===== src/rtl/pipe_ctrl_pkg.sv =====
// Shared types and constants for the pipeline stall/flush sequencer.
// The datapath substitutes the canonical NOP (addi x0,x0,0 = 32'h0000_0013)
// wherever a bubble is requested.
package pipe_ctrl_pkg;

    localparam int ADDR_WIDTH = 32;

    // Sequencer states: normal flow, fetch outstanding, data memory busy.
    typedef enum logic [1:0] {
        ST_RUN   = 2'b00,
        ST_IWAIT = 2'b01,
        ST_DWAIT = 2'b10
    } state_e;

endpackage


===== src/rtl/pipe_ctrl_if.sv =====
// Control bundle between the stall/flush sequencer and the datapath/memories.
// ctrl: the sequencer side; dp: the datapath side.
interface pipe_ctrl_if import pipe_ctrl_pkg::*; #(
    parameter int CNT_WIDTH = 32
) ();

    logic [4:0]            id_rs1;
    logic [4:0]            id_rs2;
    logic                  id_use_rs1;
    logic                  id_use_rs2;
    logic [4:0]            ex_rd;
    logic                  ex_mem_read;
    logic                  ex_redirect;
    logic [ADDR_WIDTH-1:0] ex_target;
    logic                  imem_req;
    logic                  imem_ack;
    logic                  dmem_busy;
    logic                  pc_en;
    logic                  if_id_en;
    logic                  if_id_bubble;
    logic                  id_ex_bubble;
    logic                  back_en;
    logic                  redirect_valid;
    logic [ADDR_WIDTH-1:0] redirect_pc;
    logic [CNT_WIDTH-1:0]  stall_cnt;

    modport ctrl (
        input  id_rs1, id_rs2, id_use_rs1, id_use_rs2, ex_rd, ex_mem_read,
               ex_redirect, ex_target, imem_ack, dmem_busy,
        output imem_req, pc_en, if_id_en, if_id_bubble, id_ex_bubble,
               back_en, redirect_valid, redirect_pc, stall_cnt
    );

    modport dp (
        output id_rs1, id_rs2, id_use_rs1, id_use_rs2, ex_rd, ex_mem_read,
               ex_redirect, ex_target, imem_ack, dmem_busy,
        input  imem_req, pc_en, if_id_en, if_id_bubble, id_ex_bubble,
               back_en, redirect_valid, redirect_pc, stall_cnt
    );

endinterface


===== src/rtl/pipe_ctrl_hazard_detect.sv =====
// Load-use hazard compare: a load in EX writes a register the ID instruction reads.
// Writes to x0 never create a dependency.
module pipe_ctrl_hazard_detect (
    input  logic [4:0] id_rs1,
    input  logic [4:0] id_rs2,
    input  logic       id_use_rs1,
    input  logic       id_use_rs2,
    input  logic [4:0] ex_rd,
    input  logic       ex_mem_read,
    output logic       load_use
);

    // Combinational source/destination match.
    assign load_use = ex_mem_read && (ex_rd != 5'd0) &&
                      ((id_use_rs1 && (id_rs1 == ex_rd)) ||
                       (id_use_rs2 && (id_rs2 == ex_rd)));

endmodule


===== src/rtl/pipe_ctrl.sv =====
// Central stall/flush sequencer for the 5-stage pipeline. Resolves load-use
// hazards, variable-latency fetch, data-memory busy and EX redirects. The only
// data held is the redirect target that arrived while a fetch was outstanding.
module pipe_ctrl import pipe_ctrl_pkg::*; #(
    parameter int CNT_WIDTH = 32
) (
    input  logic       clk,
    input  logic       rst_n,
    pipe_ctrl_if.ctrl  bus
);

    state_e                state;
    state_e                next_state;
    logic                  pend_valid;
    logic [ADDR_WIDTH-1:0] pend_pc;
    logic [CNT_WIDTH-1:0]  stall_cnt;
    logic                  pend_capture;
    logic                  pend_clear;
    logic                  load_use;

    pipe_ctrl_hazard_detect u_hazard (
        .id_rs1      (bus.id_rs1),
        .id_rs2      (bus.id_rs2),
        .id_use_rs1  (bus.id_use_rs1),
        .id_use_rs2  (bus.id_use_rs2),
        .ex_rd       (bus.ex_rd),
        .ex_mem_read (bus.ex_mem_read),
        .load_use    (load_use)
    );

    assign bus.stall_cnt = stall_cnt;

    // Next state and per-cycle pipeline controls, highest-priority cause first.
    always_comb begin
        // NOTE: every output gets a default before any branch, so no path can infer a latch.
        next_state          = state;
        pend_capture        = 1'b0;
        pend_clear          = 1'b0;
        bus.imem_req        = rst_n && (state != ST_DWAIT);
        bus.pc_en           = 1'b0;
        bus.if_id_en        = 1'b0;
        bus.if_id_bubble    = 1'b1;
        bus.id_ex_bubble    = 1'b1;
        bus.back_en         = 1'b0;
        bus.redirect_valid  = 1'b0;
        bus.redirect_pc     = pend_pc;

        if (rst_n) begin
            if (bus.dmem_busy) begin
                // Full freeze; a redirect held in EX is applied once memory frees up.
                bus.if_id_bubble = 1'b0;
                bus.id_ex_bubble = 1'b0;
                next_state       = ST_DWAIT;
            end else begin
                bus.back_en = 1'b1;
                if (bus.ex_redirect) begin
                    bus.if_id_en = 1'b1;
                    if (bus.imem_ack) begin
                        bus.redirect_valid = 1'b1;
                        bus.redirect_pc    = bus.ex_target;
                        bus.pc_en          = 1'b1;
                        pend_clear         = 1'b1;
                        next_state         = ST_RUN;
                    end else begin
                        pend_capture = 1'b1;
                        next_state   = ST_IWAIT;
                    end
                end else if (load_use) begin
                    // Hold PC and ID, send one bubble down. Leaving DWAIT, the
                    // fetch simply restarts from the held PC.
                    bus.if_id_bubble = 1'b0;
                    next_state       = (state == ST_DWAIT) ? ST_RUN : state;
                end else if (!bus.imem_ack) begin
                    bus.if_id_en     = 1'b1;
                    bus.id_ex_bubble = 1'b0;
                    next_state       = ST_IWAIT;
                end else if (pend_valid) begin
                    // Word fetched down the wrong path: drop it and steer to the target.
                    bus.if_id_en       = 1'b1;
                    bus.id_ex_bubble   = 1'b0;
                    bus.redirect_valid = 1'b1;
                    bus.pc_en          = 1'b1;
                    pend_clear         = 1'b1;
                    next_state         = ST_RUN;
                end else begin
                    bus.pc_en        = 1'b1;
                    bus.if_id_en     = 1'b1;
                    bus.if_id_bubble = 1'b0;
                    bus.id_ex_bubble = 1'b0;
                    next_state       = ST_RUN;
                end
            end
        end
    end

    // State register.
    always_ff @(posedge clk or negedge rst_n) begin
        // NOTE: sequential state uses non-blocking assignments so every flop samples pre-edge values.
        if (!rst_n) state <= ST_RUN;
        else        state <= next_state;
    end

    // Pending redirect: the latest target seen while a fetch is outstanding wins.
    always_ff @(posedge clk or negedge rst_n) begin
        if (!rst_n) begin
            pend_valid <= 1'b0;
            pend_pc    <= '0;
        end else begin
            if (pend_capture) begin
                pend_valid <= 1'b1;
                pend_pc    <= bus.ex_target;
            end else if (pend_clear) begin
                pend_valid <= 1'b0;
            end
        end
    end

    // Saturating count of cycles in which the PC did not advance.
    always_ff @(posedge clk or negedge rst_n) begin
        if (!rst_n)                                  stall_cnt <= '0;
        else if (!bus.pc_en && (stall_cnt != '1))    stall_cnt <= stall_cnt + CNT_WIDTH'(1);
    end

    // EX holds a bubble while a redirect is pending, so no second redirect can arrive.
    assert property (@(posedge clk) disable iff (!rst_n) !(pend_valid && bus.ex_redirect));

endmodule


===== src/flat_wrapper.sv =====
// flat-port wrapper written by rule: the top's interface ports become plain ports
module pipe_ctrl_flat import pipe_ctrl_pkg::*;
#(
    parameter int CNT_WIDTH = 32
)
  (clk, rst_n, bus_id_rs1, bus_id_rs2, bus_id_use_rs1, bus_id_use_rs2, bus_ex_rd, bus_ex_mem_read, bus_ex_redirect, bus_ex_target, bus_imem_ack, bus_dmem_busy, bus_imem_req, bus_pc_en, bus_if_id_en, bus_if_id_bubble, bus_id_ex_bubble, bus_back_en, bus_redirect_valid, bus_redirect_pc, bus_stall_cnt);
  pipe_ctrl_if #(.CNT_WIDTH(CNT_WIDTH)) bus_i ();
  input  logic clk;
  input  logic rst_n;
  input wire logic [$bits(bus_i.id_rs1)-1:0] bus_id_rs1;
  input wire logic [$bits(bus_i.id_rs2)-1:0] bus_id_rs2;
  input wire logic [$bits(bus_i.id_use_rs1)-1:0] bus_id_use_rs1;
  input wire logic [$bits(bus_i.id_use_rs2)-1:0] bus_id_use_rs2;
  input wire logic [$bits(bus_i.ex_rd)-1:0] bus_ex_rd;
  input wire logic [$bits(bus_i.ex_mem_read)-1:0] bus_ex_mem_read;
  input wire logic [$bits(bus_i.ex_redirect)-1:0] bus_ex_redirect;
  input wire logic [$bits(bus_i.ex_target)-1:0] bus_ex_target;
  input wire logic [$bits(bus_i.imem_ack)-1:0] bus_imem_ack;
  input wire logic [$bits(bus_i.dmem_busy)-1:0] bus_dmem_busy;
  output wire logic [$bits(bus_i.imem_req)-1:0] bus_imem_req;
  output wire logic [$bits(bus_i.pc_en)-1:0] bus_pc_en;
  output wire logic [$bits(bus_i.if_id_en)-1:0] bus_if_id_en;
  output wire logic [$bits(bus_i.if_id_bubble)-1:0] bus_if_id_bubble;
  output wire logic [$bits(bus_i.id_ex_bubble)-1:0] bus_id_ex_bubble;
  output wire logic [$bits(bus_i.back_en)-1:0] bus_back_en;
  output wire logic [$bits(bus_i.redirect_valid)-1:0] bus_redirect_valid;
  output wire logic [$bits(bus_i.redirect_pc)-1:0] bus_redirect_pc;
  output wire logic [$bits(bus_i.stall_cnt)-1:0] bus_stall_cnt;
  assign bus_i.id_rs1 = bus_id_rs1;
  assign bus_i.id_rs2 = bus_id_rs2;
  assign bus_i.id_use_rs1 = bus_id_use_rs1;
  assign bus_i.id_use_rs2 = bus_id_use_rs2;
  assign bus_i.ex_rd = bus_ex_rd;
  assign bus_i.ex_mem_read = bus_ex_mem_read;
  assign bus_i.ex_redirect = bus_ex_redirect;
  assign bus_i.ex_target = bus_ex_target;
  assign bus_i.imem_ack = bus_imem_ack;
  assign bus_i.dmem_busy = bus_dmem_busy;
  assign bus_imem_req = bus_i.imem_req;
  assign bus_pc_en = bus_i.pc_en;
  assign bus_if_id_en = bus_i.if_id_en;
  assign bus_if_id_bubble = bus_i.if_id_bubble;
  assign bus_id_ex_bubble = bus_i.id_ex_bubble;
  assign bus_back_en = bus_i.back_en;
  assign bus_redirect_valid = bus_i.redirect_valid;
  assign bus_redirect_pc = bus_i.redirect_pc;
  assign bus_stall_cnt = bus_i.stall_cnt;
  pipe_ctrl #(.CNT_WIDTH(CNT_WIDTH)) u_core (.clk(clk), .rst_n(rst_n), .bus(bus_i));
endmodule

===== config.mk =====
export PLATFORM = sky130hd
export DESIGN_NAME = pipe_ctrl_flat
export DESIGN_NICKNAME = d
export VERILOG_FILES = /design/src/rtl/pipe_ctrl_pkg.sv /design/src/rtl/pipe_ctrl_if.sv /design/src/rtl/pipe_ctrl_hazard_detect.sv /design/src/rtl/pipe_ctrl.sv /design/src/flat_wrapper.sv
export SDC_FILE = /design/constraint.sdc
export NUM_CORES = 1
export LEC_CHECK = 0
export ABC_AREA = 1
export ABC_CLOCK_PERIOD_IN_PS = 1500
export BUFFER_PORTS_ARGS = -buffer_cell sky130_fd_sc_hd__buf_2
export CORE_UTILIZATION = 47
export CTS_BUF_LIST = sky130_fd_sc_hd__clkbuf_4 sky130_fd_sc_hd__clkbuf_8 sky130_fd_sc_hd__clkbuf_16
export CTS_CLUSTER_SIZE = 8
export DETAILED_ROUTE_END_ITERATION = 12
export GPL_ROUTABILITY_DRIVEN = 1
export MAX_ROUTING_LAYER = met4
export PLACE_DENSITY = 0.75
export SKIP_LAST_GASP = 1
export SLEW_MARGIN = 10
export SYNTH_ARGS = -nofsm -noshare
export SYNTH_HDL_FRONTEND = slang
export SYNTH_HIERARCHICAL = 1
export SYNTH_SLANG_ARGS = --single-unit
export TNS_END_PERCENT = 50

===== constraint.sdc =====
create_clock -name clk -period 1.5 [get_ports clk]
set_input_delay 0.225 -clock clk [delete_from_list [all_inputs] [get_ports clk]]
set_output_delay 0.225 -clock clk [all_outputs]
set_load 0.05 [all_outputs]

==> flow_metrics.py <==
metrics = {
    "clocking": {
        "clkSinkCount": 67,
        "h-tree-depth": 3,
        "clockBufferDepth": 2,
        "cts_tree": "done",
        "numCtsBuffers": 9,
        "worstSkewPairLatency_ns": 0.34,
        "clkTransAtPathRegs_ns": 0.08,
        "root_buffer": "clkbuf_8",
    },
    "yosys": {
        "syn-num-nets": 690,
        "synth_cells": 634,
        "synth_top_area_share_pct": 40.3,
        "ys_types": 25,
        "yosysTopAreaCell": "dfrtp_1",
        "ys_ff_latch": 67,
        "syn_area_um2": 4170,
        "yosysSeqAreaShare_pct": 40.3,
        "synth_area_leaders": "dfrtp_1 40%, nand2_1 24%, o21ai_0 8.7%, inv_1 6.7%, nor2_1 5.4%",
        "yosysWarnings": 6,
        "avgSynthCellArea_um2": 6.57,
    },
    "cells_and_area": {
        "layout.nets": 891,
        "fin_area_um2": 6700,
        "fin_cells": 945,
        "layout_commonest_cell": "nand2_1",
        "area_delta_synth_final_pct": 60.7,
        "fillerInstances": 555,
        "layout_common_cells": "225 x nand2_1, 103 x buf_2, 67 x buf_4, 64 x inv_1, 61 x dfrtp_1",
        "layout-drive-gt1-share_pct": 44.4,
        "antenna_cells": 0,
    },
    "hold_path": {
        "hold_depth": 3,
        "worst_hold_path_type": "primary input to flop",
        "hold_path_end": "u_core/pend_pc[0]",
        "worstHoldStart": "bus_ex_target[0]",
    },
    "critical_path": {
        "worst-path-max-fanout": 4,
        "crit_arrival_ns": 1.47,
        "startpoint_type": "primary input",
        "crit_path_start": "bus_ex_rd[2]",
        "critPathBufInv": 6,
        "required_ns": 1.27,
        "rr_startpoint": "u_core/bus.stall_cnt[16]",
        "ff2ff_setup_slack_ns": -0.11,
        "cp-end-kind": "output pin",
        "r2r-end": "u_core/bus.stall_cnt[14]",
        "worst_path_max_delay_cell": "o21ai_2",
        "cpPeakStageDelay_ns": 0.20,
        "critPathTopFamily": "buffers and inverters",
        "reg2regPathDepth": 8,
        "path_class": "primary input to output pin",
        "crit_chain": "buf_6 -> inv_4 -> buf_4 -> nand4_1 -> o21ai_2 -> a21oi_4 -> nand2_2 -> buf_4 -> inv_1 -> nor3_4 -> buf_6",
    },
    "global_route": {
        "grt_pass1_wl_um": 20100,
        "grt_usage_pct": 28.8,
        "grt_max_degree": 66,
        "antenna_found_initial": 0,
        "overflow": 0,
        "grt_pass1_vias": 4482,
    },
    "timing": {
        "layout_setup_ws_ns": -0.190,
        "skew_ns": 0.0166,
        "post-route-period-util_pct": 113,
        "slew_viol_final": 0,
        "period_minus_slack_ns": 1.69,
        "hold_viol": 0,
        "finalSetupViolCount": 66,
        "slew_headroom_pct": 48.6,
        "timing.fmax_mhz": 592,
        "rsz0062_at_grt": "true",
        "tightest_slew_ns": 0.771,
    },
    "drt": {
        "drtIter0Drc": 196,
        "wire_per_inst_um": 14.5,
        "vias_per_cell": 5.22,
        "drt-total-wl_um": 13700,
        "dr.pass1.iters": 5,
        "vias": 4937,
        "drc": 0,
        "drt.antenna.violating_nets": 0,
    },
    "placed_design": {
        "hpwl_um": 9140,
        "placed_cell_area_um2": 5740,
        "place.gp.congestion": 0.971,
        "portBuffers": 125,
        "dpl_worst_slack_ns": -0.392,
        "place_inst": 906,
    },
    "floorplan": {
        "coreArea_um2": 8380,
        "start_util_pct": 49.7,
        "die_h_um": 96.1,
        "die_x_um": 96.1,
        "floorplan.rows": 33,
        "die_area_um2": 9240,
        "ios": 126,
    },
    "power_and_ir_drop": {
        "peakVddDrop_mv": 0.889,
        "pwr_density_cell_nw_per_um2": 989,
        "total_leakage_power_nw": 3.47,
    },
    "flow_run": {
        "drv_cap": 0,
    },
    "run_status": {
        "violations": "setup timing",
        "outcome": "finished with violations",
    },
}
through the flow:
stage / total power [W] / hold slack, ns / TNS [ns] / util (%)
floorplan: 0.00405 / -0.0706 / -12.02 / -
finish: 0.00662 / 0.182 / -5.24 / 79.9
global placement: 0.00469 / 0.286 / -7.89 / 68.5
CTS: 0.00645 / 0.172 / -1.73 / 74.5
detailed placement: 0.00478 / 0.284 / -11.73 / 68.5
global route: 0.00695 / 0.190 / -9.53 / 79.9
area by class of cell:
cell class / instances / area, um2 / area share [%]
sequential: 67 / 1680 / 25.2
clock buffer: 9 / 124 / 1.85
clock inverter: 7 / 75.1 / 1.12
inverter: 79 / 330 / 4.93
timing repair inverter: 2 / 20.0 / 0.299
timing repair buffer: 205 / 1520 / 22.6
multi-input combinational: 471 / 2820 / 42.0
tap: 105 / 131 / 1.96
flip-flops by register name, summed over array words and instances, names as in the netlist:
register and cells:
u_core/state 2, u_core/bus.stall_cnt 32, u_core/pend_pc 32, u_core/pend_valid 1
synth_stat cells:
cell and number:
a21oi_1 5, buf_2 4, buf_6 4, clkbuf_1 10
dfrtp_1 67, ha_1 1, inv_1 74, inv_2 4
inv_4 1, nand2_1 268, nand2_2 7, nand2_4 1
nand2_8 1, nand3_1 22, nand3_2 2, nand3b_1 5
nand4_1 3, nor2_1 60, nor2_2 5, nor2_4 5
nor3_1 1, o21ai_0 72, o31ai_1 1, xnor2_1 5
xor2_1 6
layer usage:
metal / routed length [um] / track usage (%) / up-vias
met5: 0 / - / -
met4: 470 / 10.4 / 0
met3: 878 / 4.03 / 45
met2: 7010 / 48.9 / 223
met1: 5370 / 34.7 / 2321
li1: - / - / 2348
worst max path at each step:
stage | slack [ns] | end | depth (start not counted)
2_1_floorplan | -0.32 | u_core/bus.stall_cnt[24] | 11
3_3_place_gp | -0.27 | u_core/bus.stall_cnt[14] | 14
3_5_place_dp | -0.39 | u_core/bus.stall_cnt[14] | 14
4_1_cts | -0.14 | bus_pc_en | 11
5_1_grt | -0.26 | u_core/bus.stall_cnt[14] | 16
6_report | -0.19 | bus_if_id_en | 11
worst register-to-register path, cell delays in order, from the launching register on:
cell	delay, ns
dfrtp_1	0.48
nand2_2	0.12
nor2_4	0.13
nand2_2	0.09
nor2_4	0.18
nand2_4	0.14
buf_4	0.19
a21oi_1	0.14
nor2_1	0.05
where the power goes:
part,total [W],internal (W),switching [W]
combinational,0.00279,0.000950,0.00184
clock,0.00155,0.000776,0.000770
sequential,0.00229,0.00207,0.000225
total,0.00662,0.00379,0.00283
timing repair:
action	CTS	global route
hold endpoints to repair	10	0
buffers inserted	10	5
hold buffers	1	0
resized for setup	57	106
setup endpoints to repair	66	71
cloned	2	5
pin swaps	28	44
cells by family after synthesis:
logic type      synth area share [%]
fa+ha+maj                      0.300
flops                           40.3
simple gates                    38.1
compound gates                  9.43
xor+xnor                        2.31
buf+inv                         9.64
Note: power is estimated with default switching activity, not from simulation.
